[src/rtl/seq_pattern_detector_pkg.sv]
// Shared types and helpers for the programmable serial pattern detector.
// Holds the FSM state encoding, the default pattern width and the length clamp.
package seq_det_pkg;

    localparam int MAX_LEN_DEF = 8;

    typedef enum logic [1:0] {
        S_IDLE = 2'd0,
        S_HUNT = 2'd1
    } det_state_t;

    // A zero or oversized length selects the full pattern width.
    function automatic int clamp_len(input int len, input int max_len);
        return (len < 1 || len > max_len) ? max_len : len;
    endfunction

endpackage

[src/rtl/seq_pattern_detector_sat_counter.sv]
// Saturating up-counter with synchronous clear; clear beats increment.
// Holds at all-ones instead of wrapping.
module sat_counter #(
    parameter int W = 8
) (
    input  logic         clk,
    input  logic         reset,
    input  logic         clr,
    input  logic         inc,
    output logic [W-1:0] q
);

    always_ff @(posedge clk) begin
        if (reset) begin
            q <= '0;
        end else if (clr) begin
            q <= '0;
        end else if (inc && (q != {W{1'b1}})) begin
            q <= q + W'(1);
        end
    end

endmodule

[src/rtl/seq_pattern_detector.sv]
// Programmable serial bit-pattern detector with run-time pattern, length and
// overlap mode; counts matches in a saturating counter.
module seq_pattern_detector
    import seq_det_pkg::*;
#(
    parameter int MAX_LEN = MAX_LEN_DEF,
    parameter int LEN_W   = $clog2(MAX_LEN + 1),
    parameter int CNT_W   = 8
) (
    input  logic               clk_2,
    input  logic               reset,
    input  logic               cfg_load,
    input  logic [MAX_LEN-1:0] cfg_pattern,
    input  logic [LEN_W-1:0]   cfg_len,
    input  logic               cfg_overlap,
    input  logic               in_valid,
    input  logic               in_bit,
    input  logic               cnt_clear,
    output logic               match,
    output logic [CNT_W-1:0]   match_count,
    output logic               armed,
    output logic [MAX_LEN-1:0] hist
);

    det_state_t         state_q, state_d;
    logic [MAX_LEN-1:0] pat_q;
    logic [LEN_W-1:0]   len_q;
    logic               overlap_q;
    logic [MAX_LEN-1:0] hist_q, hist_d, hist_shift, len_mask;
    logic [LEN_W-1:0]   fill_q, fill_d, fill_inc;
    logic [LEN_W-1:0]   len_clamped;
    logic               hit;
    logic               match_p0, match_p1;

    assign len_clamped = LEN_W'(clamp_len(int'(cfg_len), MAX_LEN));

    // Candidate view of the shift register if the current bit is accepted.
    assign hist_shift = {hist_q[MAX_LEN-2:0], in_bit};
    assign fill_inc   = (fill_q >= LEN_W'(MAX_LEN)) ? fill_q : fill_q + LEN_W'(1);
    assign len_mask   = ~({MAX_LEN{1'b1}} << len_q);
    assign hit        = (((hist_shift ^ pat_q) & len_mask) == '0) && (fill_inc >= len_q);

    always_comb begin
        state_d  = state_q;
        hist_d   = hist_q;
        fill_d   = fill_q;
        match_p0 = 1'b0;
        case (state_q)
            S_IDLE: begin
                if (cfg_load) begin
                    state_d = S_HUNT;
                    hist_d  = '0;
                    fill_d  = '0;
                end
            end
            S_HUNT: begin
                // A reload drops any bit presented in the same cycle.
                if (cfg_load) begin
                    hist_d = '0;
                    fill_d = '0;
                end else if (in_valid) begin
                    hist_d   = hist_shift;
                    fill_d   = (hit && !overlap_q) ? '0 : fill_inc;
                    match_p0 = hit;
                end
            end
            default: begin
                state_d = S_IDLE;
            end
        endcase
    end

    // p0 -> p1: detection result registered into the match pulse.
    always_ff @(posedge clk_2) begin
        if (reset) begin
            state_q   <= S_IDLE;
            pat_q     <= '0;
            len_q     <= LEN_W'(MAX_LEN);
            overlap_q <= 1'b1;
            hist_q    <= '0;
            fill_q    <= '0;
            match_p1  <= 1'b0;
        end else begin
            state_q  <= state_d;
            hist_q   <= hist_d;
            fill_q   <= fill_d;
            match_p1 <= match_p0;
            if (cfg_load) begin
                pat_q     <= cfg_pattern;
                len_q     <= len_clamped;
                overlap_q <= cfg_overlap;
            end
        end
    end

    sat_counter #(
        .W (CNT_W)
    ) u_match_cnt (
        .clk   (clk_2),
        .reset (reset),
        .clr   (cnt_clear),
        .inc   (match_p0),
        .q     (match_count)
    );

    assign match = match_p1;
    assign armed = (state_q == S_HUNT);
    assign hist  = hist_q;

endmodule

[config.mk]
export PLATFORM = sky130hd
export DESIGN_NAME = seq_pattern_detector
export DESIGN_NICKNAME = d
export VERILOG_FILES = /design/src/rtl/seq_pattern_detector_pkg.sv /design/src/rtl/seq_pattern_detector_sat_counter.sv /design/src/rtl/seq_pattern_detector.sv
export SDC_FILE = /design/constraint.sdc
export NUM_CORES = 1
export LEC_CHECK = 0
export ABC_AREA = 1
export BUFFER_PORTS_ARGS = -buffer_cell sky130_fd_sc_hd__clkbuf_2
export CAP_MARGIN = 20
export CORE_MARGIN = 4
export CORE_UTILIZATION = 30
export CTS_CLUSTER_DIAMETER = 40
export DETAILED_ROUTE_END_ITERATION = 16
export PLACE_DENSITY = 0.55
export RECOVER_POWER = 25
export SLEW_MARGIN = 20
export SYNTH_ARGS = -nofsm -noshare
export SYNTH_HDL_FRONTEND = slang
export SYNTH_SLANG_ARGS = --single-unit
[constraint.sdc]
create_clock -name clk_2 -period 2 [get_ports clk_2]
set_input_delay 0.3 -clock clk_2 [delete_from_list [all_inputs] [get_ports clk_2]]
set_output_delay 0.3 -clock clk_2 [all_outputs]
set_load 0.02 [all_outputs]
-- Word-level counts from Yosys, hierarchy flattened
Cells that the tools add are included.
- $add $sub $neg: 2
- $lt $le $gt $ge: 4
- equality and inequality tests: 4
- shift-type cells: 1
- mux-type cells: 16
- bitwise logic cells: 4
- reductions and logical operators: 11
- operators with widths (cell ; number):
    4-bit two-way mux ; 6
    8-bit two-way mux ; 3
    8-bit case mux with 2 select lines ; 1
    8-bit by 1-bit adder with 8-bit output (second input constant) ; 1
    8-bit bitwise AND ; 1
    8-bit zero test ; 1
    8-bit inequality test (second input constant) ; 1
    8-bit inverter ; 1
    4-bit case mux with 2 select lines ; 1
    8-bit by 4-bit left shift with 8-bit output (first input constant) ; 1
    8-bit bitwise XOR ; 1
    4-bit by 1-bit adder with 4-bit output (second input constant) ; 1
    4-bit greater-or-equal comparator ; 1
    4-bit greater-or-equal comparator (second input constant) ; 1
    4-bit > comparator (second input constant) ; 1
    4-bit by 1-bit < comparator with 1-bit output (second input constant) ; 1
    2-bit case mux with 2 select lines ; 1
    1-bit logical AND ; 3
    1-bit two-way mux ; 3
    3-bit inequality test (second input constant) ; 1
    3-bit AND reduction ; 1
    2-bit by 1-bit equality test with 1-bit output (second input constant) ; 1
    2-bit zero test ; 1
    2-bit two-way mux ; 1
    7 further kinds ; 7
- bits in registers: 36
- input bits: 19
- output and inout port bits: 18
- word-level logic and storage cells: 50

-- Longest topological paths before layout
Gate-level depths: netlist of run 1.
- depth in word-level cells: 10
- depth in mapped cells: 14
- depth with buffers taken out: 14

-- By module
From an unflattened synthesis of run 1, not the netlist that was laid out.
- cells, all modules: 283
- area total of the unflattened synthesis: 1900.6 µm²
- by module, submodules not included (module ; instances ; cells each ; area an instance (µm²) ; seq. area each (µm²)):
    seq_pattern_detector ; 1 ; 210 ; 1440.1 ; 540.5
    sat_counter ; 1 ; 73 ; 460.4 ; 160.2

-- Worst setup path after synthesis of run 1
OpenSTA, ideal clock, no wires.
- path kind: register to register
- start: register fill_q[0]
- end: register u_match_cnt.q[0]
- arrival time: 1.869 ns
- required time: 1.887 ns
- slack: 0.018 ns
- cell stages (with the launch flop): 15
- path buffers: 0
- cells stage by stage: dfxtp_1 -> inv_1 -> ha_1 -> nand2_1 -> o21ai_0 -> ha_1 -> inv_1 -> nor2_1 -> o21ai_0 -> nand3_2 -> nand4_4 -> nor2_4 -> nand2_1 -> nand2_1 -> nor2_1
- cells in the longest elaborated chain, start to end: 8
- elaborated cells between the ends (all ways): 9
- classes of those cells: 1 x add/sub; 2 x order compare; 4 x mux; 2 x reduce/logical
- RTL lines (item ; line ; text):
    start, declared ; seq_pattern_detector.sv:30 ; logic [LEN_W-1:0] fill_q, fill_d, fill_inc;
    start signal, assigned ; seq_pattern_detector.sv:86 ; fill_q <= fill_d;
    4-bit by 1-bit adder with 4-bit output or 4-bit greater-or-equal comparator (tied branches) ; seq_pattern_detector.sv:39 ; assign fill_inc = (fill_q >= LEN_W'(MAX_LEN)) ? fill_q : fill_q + LEN_W'(1);
    4-bit two-way mux * ; seq_pattern_detector.sv:39 ;
    4-bit greater-or-equal comparator * ; seq_pattern_detector.sv:41 ; assign hit = (((hist_shift ^ pat_q) & len_mask) == '0) && (fill_inc >= len_q);
    1-bit logical AND * ; seq_pattern_detector.sv:41 ;
    1-bit two-way mux * ; seq_pattern_detector.sv:61 ; end else if (in_valid) begin
    1-bit two-way mux * ; seq_pattern_detector.sv:58 ; if (cfg_load) begin
    1-bit two-way mux * ; seq_pattern_detector.sv:48 ; case (state_q)
    1-bit logical AND * ; seq_pattern_detector_sat_counter.sv:18 ; end else if (inc && (q != {W{1'b1}})) begin
    end signal, assigned ; seq_pattern_detector_sat_counter.sv:19 ; q <= q + W'(1);
    end, declared ; seq_pattern_detector_sat_counter.sv:10 ; output logic [W-1:0] q
Mark *: on every way between the ends. The rest lies on a longest branch, timed or not.
A chain may end at the register's enable or synchronous reset.

-- Worst setup path after layout of run 1
- start: register fill_q[0]
- end: register fill_q[0]
- cells in the longest elaborated chain, start to end: 9
- elaborated cells between the ends (all ways): 10
- classes of those cells: 1 x add/sub; 2 x order compare; 5 x mux; 2 x reduce/logical
- RTL lines (item ; line ; text):
    4-bit by 1-bit adder with 4-bit output or 4-bit greater-or-equal comparator (tied branches) ; seq_pattern_detector.sv:39 ;
    4-bit two-way mux * ; seq_pattern_detector.sv:39 ;
    4-bit greater-or-equal comparator ; seq_pattern_detector.sv:41 ;
    1-bit logical AND ; seq_pattern_detector.sv:41 ;
    1-bit logical AND ; seq_pattern_detector.sv:63 ; fill_d = (hit && !overlap_q) ? '0 : fill_inc;
    4-bit two-way mux * ; seq_pattern_detector.sv:63 ;
    4-bit two-way mux * ; seq_pattern_detector.sv:61 ;
    4-bit two-way mux * ; seq_pattern_detector.sv:58 ;
    4-bit case mux with 2 select lines * ; seq_pattern_detector.sv:48 ;
Mark *: on every way between the ends. The rest lies on a longest branch, timed or not. The select of a mux whose other input is x is not followed.

==> flow_summary.json, run 1 <==
{
  "syn_inst": 261,
  "required_ns": 2.13,
  "synth_edf_count": 0,
  "syn_avg_cell_area_um2": 7.07,
  "yosys-top-cells-area": "dfxtp_1 (38%), nand2_1 (14%), a21oi_1 (8.9%)",
  "grt_usage_pct": 12.9,
  "ys_ff_latch": 35,
  "irDropWorstVdd_uv": 337,
  "ys.flop_type": "dfxtp_1",
  "stdcell_count": 389,
  "cts_max_path_buffers": 2,
  "rows": 28,
  "antenna_cells": 0,
  "ys_warn_count": 0,
  "vias": 1784,
  "arrival_ns": 2.10,
  "dp_cells": 374,
  "register_area_um2": 703,
  "holdWs_ns": 0.228,
  "cap_violations": 0,
  "gr-total-overflow": 0,
  "port_buffers": 36,
  "period_minus_slack_ns": 1.98,
  "dp_slack_ns": -0.0777,
  "synthArstFlopShare_pct": 0,
  "h-tree-depth": 2,
  "cp-end-kind": "flip-flop",
  "antenna_found_initial": 0,
  "min-delay-path-class": "in2reg",
  "yosysTopAreaCellShare_pct": 38.0,
  "drt_iter0_drc": 73,
  "syn-num-nets": 287,
  "dr.pass1.iters": 4,
  "status": "completed",
  "synth_common_cells": "nand2_1 (69), dfxtp_1 (35), a21oi_1 (33), inv_1 (31), nor2_1 (15)",
  "timing.final.crit_share_pct": 98.9,
  "grt_setup_unrepaired": "true",
  "fin_setup_tns_ns": 0,
  "seq_area_frac_synth_pct": 38.0,
  "path_clk_slew_ns": 0.07,
  "layout-drive-gt1-share_pct": 28.7,
  "skew_ns": 0.00614,
  "tightest_slew_ns": 0.881,
  "crit_type": "reg2reg",
  "area_delta_synth_final_pct": 30.3,
  "utilization_pct": 40.4,
  "fp.coreArea_mm2": 0.00596,
  "finish.instance_area_mm2": 0.00240,
  "dieArea_mm2": 0.00747,
  "grt_pass1_wl_mm": 7.91,
  "grt_max_degree": 22,
  "p_leak_nw": 1.01,
  "fill_cells": 638,
  "dp_hpwl_mm": 3.21,
  "fmax_mhz": 506,
  "max_slew_margin_pct": 41.3,
  "die_x_um": 86.4,
  "num-nets-final": 339,
  "routed_via_density": 4.59,
  "setup_violations": 0,
  "die_h_um": 86.4,
  "final_hold_viol_count": 0,
  "grt_pass1_vias": 1786,
  "finalPower_mw": 1.42,
  "wl_per_cell_um": 11.8,
  "drc": 0,
  "start_util_pct": 31.0,
  "postRouteAntennaNets": 0,
  "yosysUniqueCellTypes": 28,
  "syn-cell-area_mm2": 0.00185,
  "clockRootBuffer": "clkbuf_8",
  "start_kind": "flip-flop",
  "io_pins": 37,
  "synth.most_common_cell": "nand2_1",
  "cts_buffers": 5,
  "multi_input_area_mm2": 0.00110,
  "routed_wl_mm": 4.59,
  "cts_sinks": 35,
  "synth_largest_area_cell": "dfxtp_1",
  "clkLatencyLatePin_ns": 0.28,
  "gp_congestion": 0.763,
  "setup_slack_ns": 0.0229,
  "power_density_mw_per_mm2": 591,
  "maxSlewViolCount": 0,
  "cts_tree": "yes",
  "dpl-instance-area_mm2": 0.00216,
  "crit_path_max_fanout": 4
}
## final cells by class
class | instances | share of cell area (%)
Clock buffer | 7 | 3.17
Clock inverter | 1 | 0.208
Inverter | 34 | 5.36
Multi-Input combinational cell | 185 | 45.7
Sequential cell | 35 | 29.2
Tap cell | 75 | 3.90
Timing Repair Buffer | 52 | 12.4
## sequential cells by signal, indices dropped and copies added, names as in the netlist
| signal | count |
|---|---|
| pat_q | 8 |
| state_q | 1 |
| len_q | 4 |
| match | 1 |
| overlap_q | 1 |
| hist | 8 |
| fill_q | 4 |
| u_match_cnt.q | 8 |
## logic make-up after synthesis
logic type | synth area share (%)
AO/OA/AOI/OAI | 15.5
XOR/XNOR | 3.32
adder cells (fa/ha/maj) | 4.75
buffers and inverters | 8.54
flip-flops | 38.0
AND/OR/NAND/NOR | 30.0
## power by group
group,total [mW],switching (mW),internal (mW)
registers,0.731,0.0139,0.717
logic,0.185,0.117,0.0689
clock network,0.505,0.260,0.245
total,1.42,0.390,1.03
## metal layers
| layer | share of wire [%] | vias to the layer above | GRT usage [%] |
|---|---|---|---|
| met5 | 0 | - | 0 |
| met4 | 1.1 | 0 | 4.67 |
| met3 | 2.4 | 4 | 2.85 |
| met2 | 48 | 20 | 21.8 |
| met1 | 48 | 820 | 16.1 |
| li1 | - | 940 | - |
## worst max-delay path: stages (launching register included)
cell and delay (ns):
dfxtp_2 0.34, buf_6 0.11, ha_4 0.14, nand2_4 0.05
xor2_2 0.15, ha_1 0.28, nand2_1 0.06, inv_2 0.07
nand3_2 0.08, nand3_4 0.11, nand4_1 0.21, nand3b_1 0.16
a21oi_1 0.07
## repair_timing
action	4_1_cts	5_1_grt
cloned	0	0
setup endpoints to repair	12	12
pin swaps	14	13
setup buffers	5	2
gates resized for setup	19	10
hold buffers	0	0
## placed cells by master, fill, tap and decap left out, types with 2 or more instances in the layout
cell,count
a211oi_1,2
a21oi_1,31
a21oi_2,2
buf_4,13
buf_6,2
clkbuf_1,7
clkbuf_2,32
clkbuf_8,5
clkinv_2,2
dfxtp_1,33
dfxtp_2,2
ha_1,3
ha_4,4
inv_1,27
inv_2,6
nand2_1,67
nand2_2,4
nand3_1,12
nand3_2,3
nor2_1,14
nor2_2,2
nor2_4,5
nor3_1,2
o21ai_0,11
o21ai_1,5
o21ai_2,2
xor2_1,6
## final timing paths
check                                         endpoint                    from  slack, ns  depth (start not counted)
worst min-delay path            overlap_q$_SDFFE_PP1P_             cfg_overlap       0.23                          3
worst min register to register    hist[7]$_SDFFE_PP0P_    hist[7]$_SDFFE_PP0P_       0.46                          2
worst max-delay path            fill_q[0]$_SDFFE_PP0P_  fill_q[0]$_SDFFE_PP0P_       0.02                         12
worst max register to register  fill_q[0]$_SDFFE_PP0P_  fill_q[0]$_SDFFE_PP0P_       0.02                         12
No activity file was read; power rests on OpenSTA's default activity.
==> inputs of run 2 (changes only) <==
==> constraint.sdc (replaced) <==
create_clock -name clk_2 -period 1.8 [get_ports clk_2]
set_input_delay 0.27 -clock clk_2 [delete_from_list [all_inputs] [get_ports clk_2]]
set_output_delay 0.27 -clock clk_2 [all_outputs]
set_load 0.05 [all_outputs]
==> flow_summary.json, run 2 (synthesis results as in run 1) <==
{
  "wl_per_cell_um": 11.7,
  "max_slew_margin_pct": 59.1,
  "timing.final.crit_share_pct": 110,
  "grt_pass1_vias": 1648,
  "fmax_mhz": 506,
  "grt_setup_unrepaired": "true",
  "port_buffers": 36,
  "start_kind": "flip-flop",
  "min-delay-path-class": "in2reg",
  "layout-drive-gt1-share_pct": 32.2,
  "routed_wl_mm": 4.55,
  "failed_checks": "negative setup slack",
  "area_delta_synth_final_pct": 31.7,
  "drt_iter0_drc": 93,
  "antenna_cells": 0,
  "cp.buffers_inverters": 2,
  "cp-end-kind": "flip-flop",
  "start_util_pct": 31.0,
  "fp.coreArea_mm2": 0.00596,
  "grt_pass1_wl_mm": 7.60,
  "final_common_cell": "nand2_1",
  "dp_slack_ns": -0.233,
  "setup_violations": 13,
  "gr-total-overflow": 0,
  "gp_congestion": 0.817,
  "cap_violations": 0,
  "vias": 1782,
  "rows": 28,
  "final_hold_viol_count": 0,
  "clockRootBuffer": "clkbuf_8",
  "dieArea_mm2": 0.00747,
  "drc": 0,
  "cts_buffers": 5,
  "max_stage_delay_ns": 0.38,
  "holdWs_ns": 0.210,
  "skew_ns": 0.00606,
  "grt_max_degree": 22,
  "crit_type": "reg2reg",
  "p_leak_nw": 1.03,
  "power_density_mw_per_mm2": 643,
  "num-nets-final": 339,
  "die_h_um": 86.4,
  "irDropWorstVdd_uv": 265,
  "arrival_ns": 2.18,
  "die_x_um": 86.4,
  "cts_hold_buf": 0,
  "setup_slack_ns": -0.176,
  "io_pins": 37,
  "worstPathCellList": "inv_4, ha_4, nand2_2, o21ai_2, ha_1, inv_1, nor2_2, o21ai_2, nand3_4, nand4_1, nand3_1, a21oi_1",
  "h-tree-depth": 2,
  "cts_max_path_buffers": 2,
  "path_delay_family": "simple AND/OR/NAND/NOR gates",
  "cp_common_cell": "o21ai_2",
  "dp_cells": 375,
  "dp_hpwl_mm": 3.19,
  "status": "finished, violations left",
  "path_clk_slew_ns": 0.07,
  "dr.pass1.iters": 6,
  "finalPower_mw": 1.56,
  "antenna_found_initial": 0,
  "clkLatencyLatePin_ns": 0.28,
  "crit_slowest_cell": "dfxtp_4",
  "utilization_pct": 40.8,
  "cts_tree": "yes",
  "grt_usage_pct": 12.8,
  "final_cell_mix": "nand2_1 (65), clkbuf_2 (35), dfxtp_1 (33)",
  "fill_cells": 652,
  "routed_via_density": 4.58,
  "crit_path_max_fanout": 4,
  "cts_sinks": 35,
  "required_ns": 2.00,
  "tightest_slew_ns": 0.612,
  "postRouteAntennaNets": 0,
  "maxSlewViolCount": 0,
  "period_minus_slack_ns": 1.98,
  "stdcell_count": 389
}
-- run 2: changes by cell type in the layout (fill, tap and decap cells not counted), sizes merged --
cell    delta
buf        +1
clkbuf     -1
-- run 2: stage by stage --
| step | setup TNS [ns] | area (um^2) |
|---|---|---|
| 6_report | -1.60 | 2430 |
| 3_5_place_dp | -2.51 | 2170 |
| 5_1_grt | -3.12 | 2430 |
| 2_1_floorplan | -0.571 | 1850 |
| 3_3_place_gp | -1.94 | 2170 |
| 4_1_cts | -1.33 | 2360 |
-- run 2: metal layers --
layer	track usage [%]	routed length, um	up-vias
met5	0	0	-
met4	4.25	46	0
met3	2.95	234	4
met2	19.3	2010	34
met1	17.9	2260	802
li1	-	-	942
-- run 2: final cells by class --
class	instances	area (um^2)	area share (%)
clock buffers	7	76.3	3.14
clock inverters	1	5.00	0.206
inverters	34	131	5.41
multi-input cells	185	1110	45.6
flip-flops and latches	35	708	29.1
well taps	75	93.8	3.86
repair buffers	52	307	12.6
-- run 2: worst paths after layout --
kind	startpoint	endpoint	slack (ns)	depth (start not counted)
worst max-delay path	fill_q[1]$_SDFFE_PP0P_	fill_q[1]$_SDFFE_PP0P_	-0.18	12
worst min-delay path	cfg_overlap	overlap_q$_SDFFE_PP1P_	0.21	3
worst max register to register	fill_q[1]$_SDFFE_PP0P_	fill_q[1]$_SDFFE_PP0P_	-0.18	12
worst min register to register	pat_q[7]$_SDFFE_PP0P_	pat_q[7]$_SDFFE_PP0P_	0.46	2
-- run 2: where the power goes --
part	internal [mW]	switching [mW]
Sequential	0.795	0.0165
Clock	0.272	0.271
Combinational	0.0744	0.133
-- run 2: tightest hold or removal path, cell delays in order --
cell and delay (ns):
clkbuf_2 0.08, a21oi_1 0.05, o21ai_0 0.06
-- run 2: timing repair --
| action | in CTS | in global routing |
|---|---|---|
| endpoints found under the setup margin | 13 | 13 |
| pin swaps | 16 | 4 |
| gates resized for setup | 17 | 15 |
| setup buffers | 4 | 2 |
| hold endpoints to repair | 0 | 0 |
==> inputs of run 3 (changes only) <==
--- a/config.mk
+++ b/config.mk
@@ -12,7 +12,7 @@
 export CORE_UTILIZATION = 30
 export CTS_CLUSTER_DIAMETER = 40
 export DETAILED_ROUTE_END_ITERATION = 16
-export PLACE_DENSITY = 0.55
+export PLACE_DENSITY = 0.46
 export RECOVER_POWER = 25
 export SLEW_MARGIN = 20
 export SYNTH_ARGS = -nofsm -noshare
==> constraint.sdc (replaced) <==
create_clock -name clk_2 -period 2 [get_ports clk_2]
set_input_delay 0.3 -clock clk_2 [delete_from_list [all_inputs] [get_ports clk_2]]
set_output_delay 0.3 -clock clk_2 [all_outputs]
set_load 0.05 [all_outputs]
==> flow_summary.json, run 3 (synthesis results as in run 1) <==
{
  "finalPower_mw": 1.39,
  "area_delta_synth_final_pct": 29.9,
  "rows": 28,
  "stdcell_count": 385,
  "maxSlewViolCount": 0,
  "cp-startpoint": "fill_q[1]$_SDFFE_PP0P_",
  "cts_max_path_buffers": 2,
  "final_common_cell": "nand2_1",
  "grt_pass1_vias": 1591,
  "finish.instance_area_mm2": 0.00240,
  "wl_per_cell_um": 12.2,
  "p_leak_nw": 1.01,
  "routed_via_density": 4.58,
  "required_ns": 2.22,
  "grt_pass1_wl_mm": 7.60,
  "failed_checks": "negative setup slack",
  "fmax_mhz": 490,
  "antenna_cells": 0,
  "gp_congestion": 0.749,
  "arrival_ns": 2.26,
  "dpl-instance-area_mm2": 0.00216,
  "tightest_slew_ns": 0.595,
  "min-delay-path-class": "in2reg",
  "max_stage_delay_ns": 0.33,
  "h-tree-depth": 2,
  "clkLatencyLatePin_ns": 0.28,
  "critPathCapture": "u_match_cnt.q[7]$_SDFFE_PP0P_",
  "crit_type": "reg2reg",
  "period_minus_slack_ns": 2.04,
  "start_kind": "flip-flop",
  "cap_violations": 0,
  "p_switching_mw": 0.375,
  "cts_sinks": 35,
  "fp.coreArea_mm2": 0.00596,
  "dr.pass1.iters": 5,
  "path_delay_family": "simple AND/OR/NAND/NOR gates",
  "skew_ns": 0.00647,
  "reg2reg_depth": 13,
  "cts_hold_buf": 0,
  "dieArea_mm2": 0.00747,
  "port_buffers": 36,
  "drc": 0,
  "clockRootBuffer": "clkbuf_8",
  "worstPathCellList": "inv_1, ha_4, nand2_1, o21ai_2, ha_1, inv_1, nor2_1, o21ai_2, nand3_4, nand3_2, nor2_4, nand3_1, a21oi_2",
  "path_clk_slew_ns": 0.07,
  "grt_max_degree": 22,
  "share_comb_of_total_power_pct": 13.6,
  "routed_wl_mm": 4.70,
  "num-nets-final": 337,
  "cp.depth": 13,
  "cts_buffers": 5,
  "utilization_pct": 40.3,
  "sequentialPowerShare_pct": 52.5,
  "dp_hpwl_mm": 3.23,
  "timing.rr.start": "fill_q[1]$_SDFFE_PP0P_",
  "antenna_found_initial": 0,
  "max_slew_margin_pct": 60.3,
  "dp_cells": 374,
  "power_density_mw_per_mm2": 581,
  "internal_power_mw": 1.02,
  "postRouteAntennaNets": 0,
  "cts_tree": "yes",
  "rrSetupSlack_ns": -0.04,
  "vias": 1762,
  "fin_setup_tns_ns": -0.0582,
  "setup_violations": 4,
  "grt_usage_pct": 12.7,
  "cp.buffers_inverters": 2,
  "layout-drive-gt1-share_pct": 30.0,
  "crit_path_max_fanout": 6,
  "status": "finished, violations left",
  "gr-total-overflow": 0,
  "die_x_um": 86.4,
  "timing.rr.end": "u_match_cnt.q[7]$_SDFFE_PP0P_",
  "p_clk_share_pct": 33.9,
  "timing.final.crit_share_pct": 102,
  "setup_slack_ns": -0.0417,
  "crit_slowest_cell": "dfxtp_2",
  "die_h_um": 86.4,
  "cp-end-kind": "flip-flop",
  "irDropWorstVdd_uv": 269,
  "final_hold_viol_count": 0,
  "final_cell_mix": "nand2_1 (68), clkbuf_2 (36), dfxtp_1 (33)",
  "grt_setup_unrepaired": "true",
  "start_util_pct": 31.0,
  "io_pins": 37,
  "p_sw_share_pct": 26.9,
  "drt_iter0_drc": 56
}
[run 3: metrics by stage]
| stage | hold slack, ns | setup WS, ns |
|---|---|---|
| after floorplan | 0.426 | 0.00432 |
| after global placement | 0.448 | -0.0371 |
| after detailed placement | 0.451 | -0.0667 |
| after CTS | 0.226 | -0.00627 |
| after global routing | 0.258 | -0.158 |
| final | 0.231 | -0.0417 |
[run 3: repair_timing]
action / CTS / global route
buffers inserted: 1 / 4
endpoints found under the setup margin: 12 / 12
endpoints found under the hold margin: 0 / 0
gates cloned: 0 / 0
resized for setup: 11 / 18
pin swaps: 9 / 16
[run 3: worst min-delay path by stage]
stage | startpoint | end | slack [ns] | depth (start not counted)
floorplan | cfg_overlap | overlap_q$_SDFFE_PP1P_ | 0.43 | 2
global placement | pat_q[7]$_SDFFE_PP0P_ | pat_q[7]$_SDFFE_PP0P_ | 0.45 | 2
detailed placement | pat_q[7]$_SDFFE_PP0P_ | pat_q[7]$_SDFFE_PP0P_ | 0.45 | 2
CTS | cfg_overlap | overlap_q$_SDFFE_PP1P_ | 0.23 | 3
global route | cfg_overlap | overlap_q$_SDFFE_PP1P_ | 0.26 | 3
finish | cfg_overlap | overlap_q$_SDFFE_PP1P_ | 0.23 | 3
[run 3: layout make-up]
type / instances / area (um^2)
inverters: 34 / 129
fillers: 642 / 3560
repair buffers: 50 / 293
clock buffers: 6 / 72.6
multi-input cells: 185 / 1110
flip-flops and latches: 35 / 703
well taps: 75 / 93.8
[run 3: routing by layer]
layer  up-vias  global-route usage, %  share of wire, %  routed length (um)
met1       790                   17.6                49                2320
met2        33                   19.8                46                2160
li1        935                      -                 -                   -
met5         -                      0                 0                   0
met3         4                   2.95               3.3                 156
met4         0                   3.40               1.1                  51
[run 3: tightest hold or removal path: stages]
cell and delay (ns):
clkbuf_2 0.08, a21oi_1 0.05, o21ai_0 0.06
[run 3: power groups by stage]
stage / registers [mW] / clock network [mW] / logic, mW
detailed placement: 0.748 / 0 / 0.177
global route: 0.735 / 0.528 / 0.213
floorplan: 0.751 / 0 / 0.117
global placement: 0.747 / 0 / 0.177
finish: 0.732 / 0.473 / 0.189
CTS: 0.732 / 0.498 / 0.179
